--- src/rtl/vedic_pkg.sv ---
// Shared definitions for the Vedic multiply/divide blocks: operand widths,
// counter width and the divider state encoding.
package vedic_pkg;

   localparam int DIVIDEND_W = 8;
   localparam int DIVISOR_W  = 4;
   localparam int CNT_W      = $clog2(DIVIDEND_W);

   typedef enum logic [1:0] {
      ST_IDLE = 2'd0,
      ST_RUN  = 2'd1,
      ST_FIN  = 2'd2
   } div_state_t;

endpackage

--- src/rtl/vedic_div_step.sv ---
// One restoring-division step: shift the next dividend bit into the partial
// remainder, subtract the divisor if it fits, and emit one quotient bit.
module vedic_div_step
   import vedic_pkg::*;
#(
   parameter int DW = DIVISOR_W
) (
   input  logic [DW:0]   p_cur,
   input  logic          q_msb,
   input  logic [DW-1:0] divisor,
   output logic [DW:0]   p_next,
   output logic          q_bit
);

   logic [DW:0]   shifted;
   logic [DW+1:0] diff;

   // One extra bit on the difference so its MSB acts as the borrow/sign flag.
   always_comb begin
      shifted = {p_cur[DW-1:0], q_msb};
      diff    = {1'b0, shifted} - {2'b00, divisor};
      if (diff[DW+1] == 1'b0) begin
         p_next = diff[DW:0];
         q_bit  = 1'b1;
      end else begin
         p_next = shifted;
         q_bit  = 1'b0;
      end
   end

endmodule

--- src/rtl/vedic_div_8by4.sv ---
// Sequential restoring divider, one quotient bit per clock, framed by a
// start/busy/done handshake. Results are held until the next completion.
//
//   state   | meaning
//   --------+-----------------------------------------------------------
//   ST_IDLE | waiting for start; last result held on the outputs
//   ST_RUN  | one restoring step per clock, counter 0..DIVIDEND_W-1
//   ST_FIN  | done pulse for one cycle; start here is accepted as in IDLE
module vedic_div_8by4
   import vedic_pkg::*;
#(
   parameter int DIVIDEND_W_P = DIVIDEND_W,
   parameter int DIVISOR_W_P  = DIVISOR_W
) (
   input  logic                    clk,
   input  logic                    rst,
   input  logic                    start,
   input  logic [DIVIDEND_W_P-1:0] dividend,
   input  logic [DIVISOR_W_P-1:0]  divisor,
   output logic                    busy,
   output logic                    done,
   output logic [DIVIDEND_W_P-1:0] quotient,
   output logic [DIVISOR_W_P-1:0]  remainder,
   output logic                    div_by_zero
);

   localparam int CW = (DIVIDEND_W_P > 1) ? $clog2(DIVIDEND_W_P) : 1;
   localparam logic [CW-1:0] CNT_LAST = CW'(DIVIDEND_W_P - 1);

   div_state_t              state;
   logic [CW-1:0]           cnt;
   logic [DIVISOR_W_P:0]    p_reg;
   logic [DIVIDEND_W_P-1:0] q_reg;
   logic [DIVISOR_W_P-1:0]  dvs_reg;

   logic [DIVISOR_W_P:0]    p_next;
   logic                    q_bit;
   logic                    accept;

   vedic_div_step #(.DW(DIVISOR_W_P)) u_step (
      .p_cur   (p_reg),
      .q_msb   (q_reg[DIVIDEND_W_P-1]),
      .divisor (dvs_reg),
      .p_next  (p_next),
      .q_bit   (q_bit)
   );

   assign busy   = (state == ST_RUN);
   assign done   = (state == ST_FIN);
   assign accept = start && (state != ST_RUN);

   always_ff @(posedge clk or posedge rst) begin
      if (rst) begin
         state       <= ST_IDLE;
         cnt         <= '0;
         p_reg       <= '0;
         q_reg       <= '0;
         dvs_reg     <= '0;
         quotient    <= '0;
         remainder   <= '0;
         div_by_zero <= 1'b0;
      end else begin
         case (state)
            ST_RUN: begin
               p_reg <= p_next;
               q_reg <= {q_reg[DIVIDEND_W_P-2:0], q_bit};
               cnt   <= cnt + 1'b1;
               if (cnt == CNT_LAST) begin
                  state       <= ST_FIN;
                  quotient    <= {q_reg[DIVIDEND_W_P-2:0], q_bit};
                  remainder   <= p_next[DIVISOR_W_P-1:0];
                  div_by_zero <= 1'b0;
               end
            end
            default: begin
               if (accept) begin
                  q_reg   <= dividend;
                  p_reg   <= '0;
                  dvs_reg <= divisor;
                  cnt     <= '0;
                  // Zero divisor skips the iterations and reports the saturated result.
                  if (divisor == '0) begin
                     state       <= ST_FIN;
                     quotient    <= '1;
                     remainder   <= '0;
                     div_by_zero <= 1'b1;
                  end else begin
                     state <= ST_RUN;
                  end
               end else begin
                  state <= ST_IDLE;
               end
            end
         endcase
      end
   end

endmodule

--- config.mk ---
export PLATFORM = sky130hd
export DESIGN_NAME = vedic_div_8by4
export DESIGN_NICKNAME = d
export VERILOG_FILES = /design/src/rtl/vedic_pkg.sv /design/src/rtl/vedic_div_step.sv /design/src/rtl/vedic_div_8by4.sv
export SDC_FILE = /design/constraint.sdc
export NUM_CORES = 1
export LEC_CHECK = 0
export ABC_CLOCK_PERIOD_IN_PS = 2600
export BUFFER_PORTS_ARGS = -buffer_cell sky130_fd_sc_hd__buf_4
export CAP_MARGIN = 10
export CORE_MARGIN = 2
export CORE_UTILIZATION = 58
export CTS_BUF_LIST = sky130_fd_sc_hd__clkbuf_16
export DETAILED_ROUTE_END_ITERATION = 7
export GPL_TIMING_DRIVEN = 0
export PLACE_DENSITY = 0.92
export SLEW_MARGIN = 20
export SYNTH_ARGS = -nofsm -noshare
export SYNTH_HDL_FRONTEND = slang
export SYNTH_SLANG_ARGS = --single-unit
export TNS_END_PERCENT = 100
--- constraint.sdc ---
create_clock -name clk -period 2.6 [get_ports clk]
set_input_delay 0 -clock clk [delete_from_list [all_inputs] [get_ports clk]]
set_output_delay 0 -clock clk [all_outputs]
set_load 0.03 [all_outputs]
==> impl_metrics.json, run 1 <==
{
  "yosys.area_share.simple_pct": 12.8,
  "grt_pass1_wl_microns": 6330,
  "grt_max_degree": 35,
  "core_region_area_sq_um": 2710,
  "cts_buffers": 5,
  "diodes": 0,
  "drtIter0Drc": 73,
  "avgViaCountPerCell": 5.98,
  "cpPeakStageDelay_ns": 0.40,
  "drive_gt1_share_pct": 26.9,
  "post-route-period-util_pct": 77.0,
  "place_area_sq_um": 1870,
  "clk_path_buf_depth": 2,
  "clock_latency_ns": 0.28,
  "synthCells": 143,
  "p_leak_nw": 0.962,
  "power_density_nw_per_um2": 1410,
  "multi_input_area_sq_um": 691,
  "routed_wl_microns": 3750,
  "synth_seq_cells": 34,
  "synth_fp_nets": 165,
  "synth_compound_area_share_pct": 16.4,
  "synth-xor-area-share_pct": 0.541,
  "path_cells": "ha_1, ha_1, and3b_1, clkbuf_1, a31oi_4, inv_2, o22a_1",
  "status": "finished clean",
  "portBuffers": 28,
  "rows": 19,
  "fin_crit_ns": 2.00,
  "cap_violations": 0,
  "cts_sinks": 34,
  "synth_edf_count": 0,
  "end_kind": "flop",
  "final_antenna_net_count": 0,
  "dp_hpwl_microns": 2530,
  "post_cts_resize_count": 0,
  "synth.area.mux_share_pct": 7.11,
  "seq_area_frac_synth_pct": 52.6,
  "worstPathMaxFanout": 9,
  "cp.arrival_ns": 2.16,
  "final_cell_area_sq_um": 2050,
  "grt_usage_pct": 26.4,
  "critical_path_class": "flop to flop",
  "die_w_microns": 56.8,
  "io_pins": 30,
  "via_count": 1274,
  "synth_top_family_by_area": "compound AO/OA/AOI/OAI gates",
  "tightest_slew_ns": 0.696,
  "ir_drop_uv": 1140,
  "yosys_warnings": 0,
  "cts_tree": "built",
  "critPathMostFrequentCell": "ha_1",
  "max_freq_ghz": 0.499,
  "cts_root_buffer": "clkbuf_16",
  "syn-cell-area_sq_um": 1620,
  "postSynthAreaPerCell_sq_um": 11.3,
  "netlist.area_leader.share_pct": 52.6,
  "synth-main-ff-cell": "dfrtp_1",
  "clkTransAtPathRegs_ns": 0.05,
  "wl_per_cell_microns": 17.6,
  "syn_to_final_growth_pct": 26.4,
  "finalClockSkew_ns": 0.00380,
  "slew_viol_final": 0,
  "antenna_found_initial": 0,
  "overflow": 0,
  "min-delay-path-class": "input pin to flop",
  "drc": 0,
  "num-nets-final": 205,
  "yosysTopAreaCell": "dfrtp_1",
  "grt_pass1_vias": 1413,
  "cts_setup_buffers": 0,
  "synth.area.top_cells": "dfrtp_1, ha_1, mux2i_1",
  "async_reset_ff_share_pct": 100,
  "htree_levels": 2,
  "dieHeight_microns": 56.8,
  "rsz0062_at_grt": "no",
  "maxSlewHeadroom_pct": 53.5,
  "cp_slowest_cell": "dfrtp_1",
  "firstDrtPassIters": 4,
  "start_util_pct": 59.7,
  "critPathRequiredTime_ns": 2.76,
  "tns_ns": 0,
  "dieArea_sq_um": 3230,
  "synth_cell_type_count": 35,
  "setup_violations": 0,
  "cp-start-kind": "flop",
  "fill_cells": 191,
  "synthAdderAreaFrac_pct": 5.87,
  "place_congestion": 0.799,
  "regArea_sq_um": 851,
  "hold_violations": 0
}
cells by family after synthesis:
kind of cell    after synthesis
mux                          11
flops                        34
simple gates                 37
xor+xnor                      1
fa+ha+maj                     7
buf+inv                      17
compound gates               36
cells in the final DEF (no fill, tap or decap):
cell type	instances
and2_1	1
dfrtp_1	34
o2bb2ai_1	1
o22a_1	6
a21oi_1	5
nor3_1	2
o21ai_0	12
a31o_1	4
inv_2	3
xor2_1	1
a2bb2oi_1	1
a211oi_1	1
a31oi_4	1
o22ai_1	1
mux2i_1	7
nand2b_1	2
mux2_2	4
nor4_4	1
nor2_1	5
nor3b_1	2
nand3_1	1
dlygate4sd3_1	5
a22o_2	1
clkbuf_16	5
buf_2	5
inv_1	7
buf_4	28
nand3b_1	3
fa_1	1
a32o_1	3
ha_1	6
buf_6	1
clkinv_1	1
or3_1	3
nor2b_1	2
or2_1	1
and3b_1	1
clkbuf_1	1
nand2_1	13
synth_stat cells (all sizes together), types with 2 or more instances:
cell    instances
a21oi           5
a31o            4
a32o            3
buf             6
dfrtp          34
ha              6
inv            10
mux2            4
mux2i           7
nand2          13
nand2b          2
nand3b          3
nor2            5
nor2b           2
nor3            2
nor3b           2
o21ai          12
o22a            6
or3             3
per-layer routing:
layer	routed length (microns)	track usage, %	up-vias
li1	-	-	588
met5	0	0	-
met2	1960	46.0	54
met1	1500	31.1	623
met3	223	6.68	9
met4	76	9.97	0
per-stage QoR:
step           util [%]  instances  setup WS [ns]  power (mW)  hold WS, ns
2_1_floorplan         -        143          0.917        1.89        0.142
3_3_place_gp       68.9        202          0.688        2.23        0.267
3_5_place_dp       68.9        202          0.652        2.32        0.151
4_1_cts            75.5        213          0.610        2.88       0.0218
5_1_grt            75.5        213          0.517        3.07       0.0302
6_report           75.5        213          0.597        2.88       0.0222
layout make-up:
class                      count  share of cell area [%]
tap                           31                    1.89
clock inverter                 1                   0.183
inverter                      10                    1.83
timing repair buffer          33                    12.7
clock buffer                   5                    6.11
sequential                    34                    41.6
buffer                         7                    1.96
multi-input combinational     92                    33.7
critical path, delay by kind of cell (launching register included):
kind	cells	cell delay (ns)
buffers and inverters	2	0.36
adders and majority gates	2	0.41
DFF	1	0.40
AOI/OAI and AO/OA	2	0.52
and+or+nand+nor	1	0.19
report_power, final:
part           switching, mW  leakage, nW  internal (mW)
registers              0.178        0.399          0.788
logic                  0.793        0.500          0.579
clock network          0.198       0.0632          0.340
total                   1.17        0.962           1.71
final timing paths:
| kind | startpoint | to | slack [ns] | cells past startpoint |
|---|---|---|---|---|
| min in group asynchronous | rst | quotient[7]$_DFFE_PP0P_ | 0.40 | 3 |
| worst min-delay path | dividend[7] | q_reg[7]$_DFFE_PP0P_ | 0.02 | 3 |
| worst min register to register | quotient[1]$_DFFE_PP0P_ | quotient[1]$_DFFE_PP0P_ | 0.49 | 1 |
| worst max-delay path | cnt[0]$_DFFE_PP0P_ | quotient[5]$_DFFE_PP0P_ | 0.60 | 7 |
| max in group asynchronous | rst | dvs_reg[2]$_DFFE_PP0P_ | 1.75 | 3 |
| worst max register to register | cnt[0]$_DFFE_PP0P_ | quotient[5]$_DFFE_PP0P_ | 0.60 | 7 |
repair_timing:
| action | 4_1_cts | 5_1_grt |
|---|---|---|
| setup endpoints to repair | 0 | 0 |
| hold endpoints to repair | 38 | 0 |
| hold buffers | 5 | 0 |
Note: power is estimated with default switching activity, not from simulation.
==> inputs of run 2 (changes only) <==
--- a/config.mk
+++ b/config.mk
@@ -5,15 +5,15 @@
 export SDC_FILE = /design/constraint.sdc
 export NUM_CORES = 1
 export LEC_CHECK = 0
-export ABC_CLOCK_PERIOD_IN_PS = 2600
+export ABC_CLOCK_PERIOD_IN_PS = 1900
 export BUFFER_PORTS_ARGS = -buffer_cell sky130_fd_sc_hd__buf_4
 export CAP_MARGIN = 10
 export CORE_MARGIN = 2
-export CORE_UTILIZATION = 58
+export CORE_UTILIZATION = 54
 export CTS_BUF_LIST = sky130_fd_sc_hd__clkbuf_16
 export DETAILED_ROUTE_END_ITERATION = 7
 export GPL_TIMING_DRIVEN = 0
-export PLACE_DENSITY = 0.92
+export PLACE_DENSITY = 0.87
 export SLEW_MARGIN = 20
 export SYNTH_ARGS = -nofsm -noshare
 export SYNTH_HDL_FRONTEND = slang
==> constraint.sdc (replaced) <==
create_clock -name clk -period 1.9 [get_ports clk]
set_input_delay 0 -clock clk [delete_from_list [all_inputs] [get_ports clk]]
set_output_delay 0 -clock clk [all_outputs]
set_load 0.03 [all_outputs]
==> impl_metrics.json, run 2 (synthesis results as in run 1) <==
{
  "status": "complete, but fails checks",
  "violations": "DRC",
  "worstPathMaxFanout": 8,
  "drive_gt1_share_pct": 30.3,
  "setup_violations": 0,
  "critPathRequiredTime_ns": 2.07,
  "clkTransAtPathRegs_ns": 0.06,
  "cap_violations": 0,
  "wl_per_cell_microns": 16.6,
  "hold_violations": 0,
  "final_cell_area_sq_um": 2100,
  "final_common_cell": "dfrtp_1",
  "avgViaCountPerCell": 5.87,
  "place_area_sq_um": 1870,
  "hold_depth": 3,
  "hold_slack_ns": 0.0298,
  "finalClockSkew_ns": 0.00693,
  "cts_tree": "built",
  "cts_root_buffer": "clkbuf_16",
  "mostFrequentLayoutCells": "dfrtp_1, buf_4, nand2_1",
  "grt_usage_pct": 23.3,
  "max_freq_ghz": 0.550,
  "setup_slack_ns": 0.0804,
  "drc": 2,
  "via_count": 1268,
  "power_density_nw_per_um2": 1960,
  "die_w_microns": 58.8,
  "dieHeight_microns": 58.8,
  "cp-start-kind": "flop",
  "firstDrtPassIters": 7,
  "clk_path_buf_depth": 2,
  "regArea_sq_um": 851,
  "worst_r2r_path_depth": 5,
  "slew_viol_final": 0,
  "min-delay-path-class": "input pin to flop",
  "io_pins": 30,
  "diodes": 0,
  "final_antenna_net_count": 0,
  "antenna_found_initial": 0,
  "ir_drop_uv": 1280,
  "overflow": 0,
  "cts_buffers": 5,
  "syn_to_final_growth_pct": 29.7,
  "core_region_area_sq_um": 2810,
  "fin_crit_ns": 1.82,
  "post-route-period-util_pct": 95.8,
  "post-place-ws_ns": -0.0885,
  "htree_levels": 2,
  "dp_hpwl_microns": 2370,
  "place_congestion": 0.766,
  "drtIter0Drc": 74,
  "start_util_pct": 57.7,
  "portBuffers": 28,
  "cp.arrival_ns": 1.99,
  "critical_path_class": "flop to flop",
  "tightest_slew_ns": 0.699,
  "end_kind": "flop",
  "cts_sinks": 34,
  "grt_pass1_wl_microns": 5750,
  "rows": 19,
  "maxSlewHeadroom_pct": 53.3,
  "rsz0062_at_grt": "no",
  "num-nets-final": 206,
  "fill_cells": 189,
  "routed_wl_microns": 3580,
  "multi_input_area_sq_um": 696,
  "grt_max_degree": 35,
  "dieArea_sq_um": 3450,
  "p_leak_nw": 0.989,
  "grt_pass1_vias": 1243,
  "clock_latency_ns": 0.28,
  "total_power_mw": 4.11
}
[run 2: worst max-delay path, cell delays in order, from the launching register on]
cell and delay, ns:
dfrtp_1 0.40, ha_1 0.34, o21ai_0 0.24, a21oi_2 0.11
or3_1 0.35, a32o_1 0.25
[run 2: where the power goes]
part	leakage (nW)	internal [mW]	switching, mW
clock network	0.0836	0.613	0.302
logic	0.506	0.808	1.08
registers	0.399	1.08	0.230
total	0.989	2.50	1.62
[run 2: per-layer routing]
layer | wire length (microns) | global-route usage (%)
met5 | 0 | 0
met4 | 141 | 15.6
met3 | 265 | 7.47
met2 | 1680 | 34.3
met1 | 1490 | 29.4
[run 2: path summary, 6_finish.rpt]
kind                                    startpoint                        to  slack, ns
setup / recovery              p_reg[1]$_DFFE_PP0P_  remainder[2]$_DFFE_PP0P_       0.08
hold / removal                         dividend[1]      q_reg[1]$_DFFE_PP0P_       0.03
setup reg to reg              p_reg[1]$_DFFE_PP0P_  remainder[2]$_DFFE_PP0P_       0.08
max in group asynchronous                      rst    dvs_reg[1]$_DFFE_PP0P_       1.05
min in group asynchronous                      rst  remainder[1]$_DFFE_PP0P_       0.40
hold reg to reg            quotient[7]$_DFFE_PP0P_   quotient[7]$_DFFE_PP0P_       0.49
[run 2: area by class of cell]
type	count	share of cell area [%]
Multi-Input combinational cell	92	33.1
Inverter	10	1.79
Clock buffer	5	5.96
Timing Repair Buffer	35	13.1
Buffer	6	1.73
Tap cell	31	1.85
Clock inverter	3	1.91
Sequential cell	34	40.5
[run 2: per-stage QoR]
stage | util, % | instances | TNS [ns]
after CTS | 74.8 | 217 | 0
after floorplan | - | 143 | 0
after global routing | 74.8 | 216 | 0
after global placement | 66.6 | 202 | -0.302
final | 74.8 | 216 | 0
after detailed placement | 66.6 | 202 | -0.637
[run 2: repair_timing]
item,in CTS,in global routing
setup buffers,2,0
hold endpoints to repair,38,0
hold buffers,5,0
endpoints found under the setup margin,8,14
gates resized for setup,0,2
==> inputs of run 3 (changes only) <==
==> constraint.sdc (replaced) <==
create_clock -name clk -period 1.9 [get_ports clk]
set_input_delay 0.285 -clock clk [delete_from_list [all_inputs] [get_ports clk]]
set_output_delay 0.285 -clock clk [all_outputs]
set_load 0.03 [all_outputs]
==> impl_metrics.json, run 3 (synthesis results as in run 1) <==
{
  "rsz0062_at_grt": "no",
  "violations": "DRC",
  "worst_r2r_path_depth": 5,
  "final_antenna_net_count": 0,
  "p_switching_mw": 1.62,
  "num-nets-final": 200,
  "drive_gt1_share_pct": 30.7,
  "reg2reg_from": "p_reg[1]$_DFFE_PP0P_",
  "fin_crit_ns": 1.82,
  "cts_buffers": 5,
  "total_power_mw": 4.11,
  "dieArea_sq_um": 3450,
  "power_density_nw_per_um2": 2010,
  "mostFrequentLayoutCells": "dfrtp_1, buf_4, nand2_1",
  "finalClockSkew_ns": 0.00675,
  "power.internal_mw": 2.48,
  "r2r-end": "remainder[1]$_DFFE_PP0P_",
  "start_util_pct": 57.7,
  "clk_path_buf_depth": 2,
  "critical-path-top-delay-family": "compound AO/OA/AOI/OAI gates",
  "final_common_cell": "dfrtp_1",
  "status": "complete, but fails checks",
  "combPwrFrac_pct": 45.8,
  "hold_violations": 0,
  "htree_levels": 2,
  "grt_pass1_wl_microns": 5660,
  "grt_max_degree": 35,
  "post-route-period-util_pct": 96.0,
  "io_pins": 30,
  "portBuffers": 28,
  "core_region_area_sq_um": 2810,
  "dp_hpwl_microns": 2370,
  "maxSlewHeadroom_pct": 52.8,
  "cpPeakStageDelay_ns": 0.40,
  "place_congestion": 0.766,
  "grt_pass1_vias": 1209,
  "switching_share_pct": 39.5,
  "overflow": 0,
  "path_cells": "ha_1, o21ai_0, a21oi_2, or3_1, a32o_1",
  "max_freq_ghz": 0.548,
  "ir_drop_uv": 1290,
  "dieHeight_microns": 58.8,
  "cts_tree": "built",
  "cap_violations": 0,
  "cts_root_buffer": "clkbuf_16",
  "cp_slowest_cell": "dfrtp_1",
  "end_kind": "flop",
  "tns_ns": 0,
  "clock_latency_ns": 0.28,
  "reg2reg_slack_ns": 0.08,
  "p_leak_nw": 0.964,
  "slew_viol_final": 0,
  "drc": 2,
  "grt_usage_pct": 23.1,
  "path_buf_inv": 0,
  "routed_wl_microns": 3570,
  "setup_violations": 0,
  "min-delay-path-class": "input pin to asynchronous set/reset pin",
  "rows": 19,
  "syn_to_final_growth_pct": 26.3,
  "wl_per_cell_microns": 17.0,
  "cp.arrival_ns": 2.00,
  "die_w_microns": 58.8,
  "drtIter0Drc": 45,
  "seqPwrFrac_pct": 31.9,
  "firstDrtPassIters": 6,
  "holdBufCountCts": 0,
  "worstPathMaxFanout": 8,
  "critPathRequiredTime_ns": 2.07,
  "cp-start-kind": "flop",
  "avgViaCountPerCell": 6.02,
  "clkPwrFrac_pct": 22.3,
  "tightest_slew_ns": 0.707,
  "via_count": 1265,
  "critical_path_class": "flop to flop",
  "antenna_found_initial": 0,
  "diodes": 0,
  "cts_sinks": 34,
  "clkTransAtPathRegs_ns": 0.06
}
[run 3: changes by cell type in the layout (fill, tap and decap cells not counted), sizes merged]
| cell | delta |
|---|---|
| dlygate4sd3 | -5 |
| buf | -1 |
[run 3: cell type report]
type	count	area, sq um
flip-flops and latches	34	851
fillers	199	761
multi-input cells	92	696
repair buffers	30	225
clock buffers	5	125
clock inverters	3	40.0
well taps	31	38.8
inverters	10	37.5
plain buffers	5	31.3
[run 3: per-stage QoR]
stage	utilization (%)	hold slack, ns	area [sq um]	setup slack [ns]	cells
final	72.9	0.124	2040	0.0760	210
after global routing	72.9	0.182	2040	0.0105	210
after CTS	72.8	0.148	2040	0.00257	211
after detailed placement	66.6	0.448	1870	-0.0885	202
after global placement	66.6	0.475	1870	-0.0431	202
after floorplan	-	0.427	1620	0.217	143
[run 3: what timing repair did]
item	in CTS	in global routing
setup buffers	2	0
setup endpoints to repair	9	14
pin swaps	0	0
gates resized for setup	0	2
[run 3: per-layer routing]
metal	vias to the layer above	routed length (microns)	part of all wire, %	GRT usage (%)
met1	631	1540	43	29.8
met4	0	138	3.9	14.3
li1	573	-	-	-
met2	45	1670	47	34.0
met5	-	0	0	0
met3	16	221	6.2	6.81
[run 3: how the worst max path moves through the flow]
stage	startpoint	end	depth (start not counted)
after global placement	cnt[0]$_DFFE_PP0P_	quotient[2]$_DFFE_PP0P_	7
after CTS	cnt[0]$_DFFE_PP0P_	quotient[1]$_DFFE_PP0P_	7
after floorplan	cnt[0]$_DFFE_PP0P_	quotient[1]$_DFFE_PP0P_	7
after detailed placement	cnt[0]$_DFFE_PP0P_	quotient[1]$_DFFE_PP0P_	7
after global routing	state[1]$_DFFE_PP0P_	busy	4
final	p_reg[1]$_DFFE_PP0P_	remainder[1]$_DFFE_PP0P_	5
[run 3: power by group through the flow]
stage | combinational [mW] | sequential [mW] | clock (mW)
after floorplan | 1.10 | 1.49 | 0
after global placement | 1.76 | 1.29 | 0
after detailed placement | 1.84 | 1.31 | 0
after CTS | 1.86 | 1.31 | 0.923
after global routing | 2.06 | 1.35 | 0.957
final | 1.88 | 1.31 | 0.917
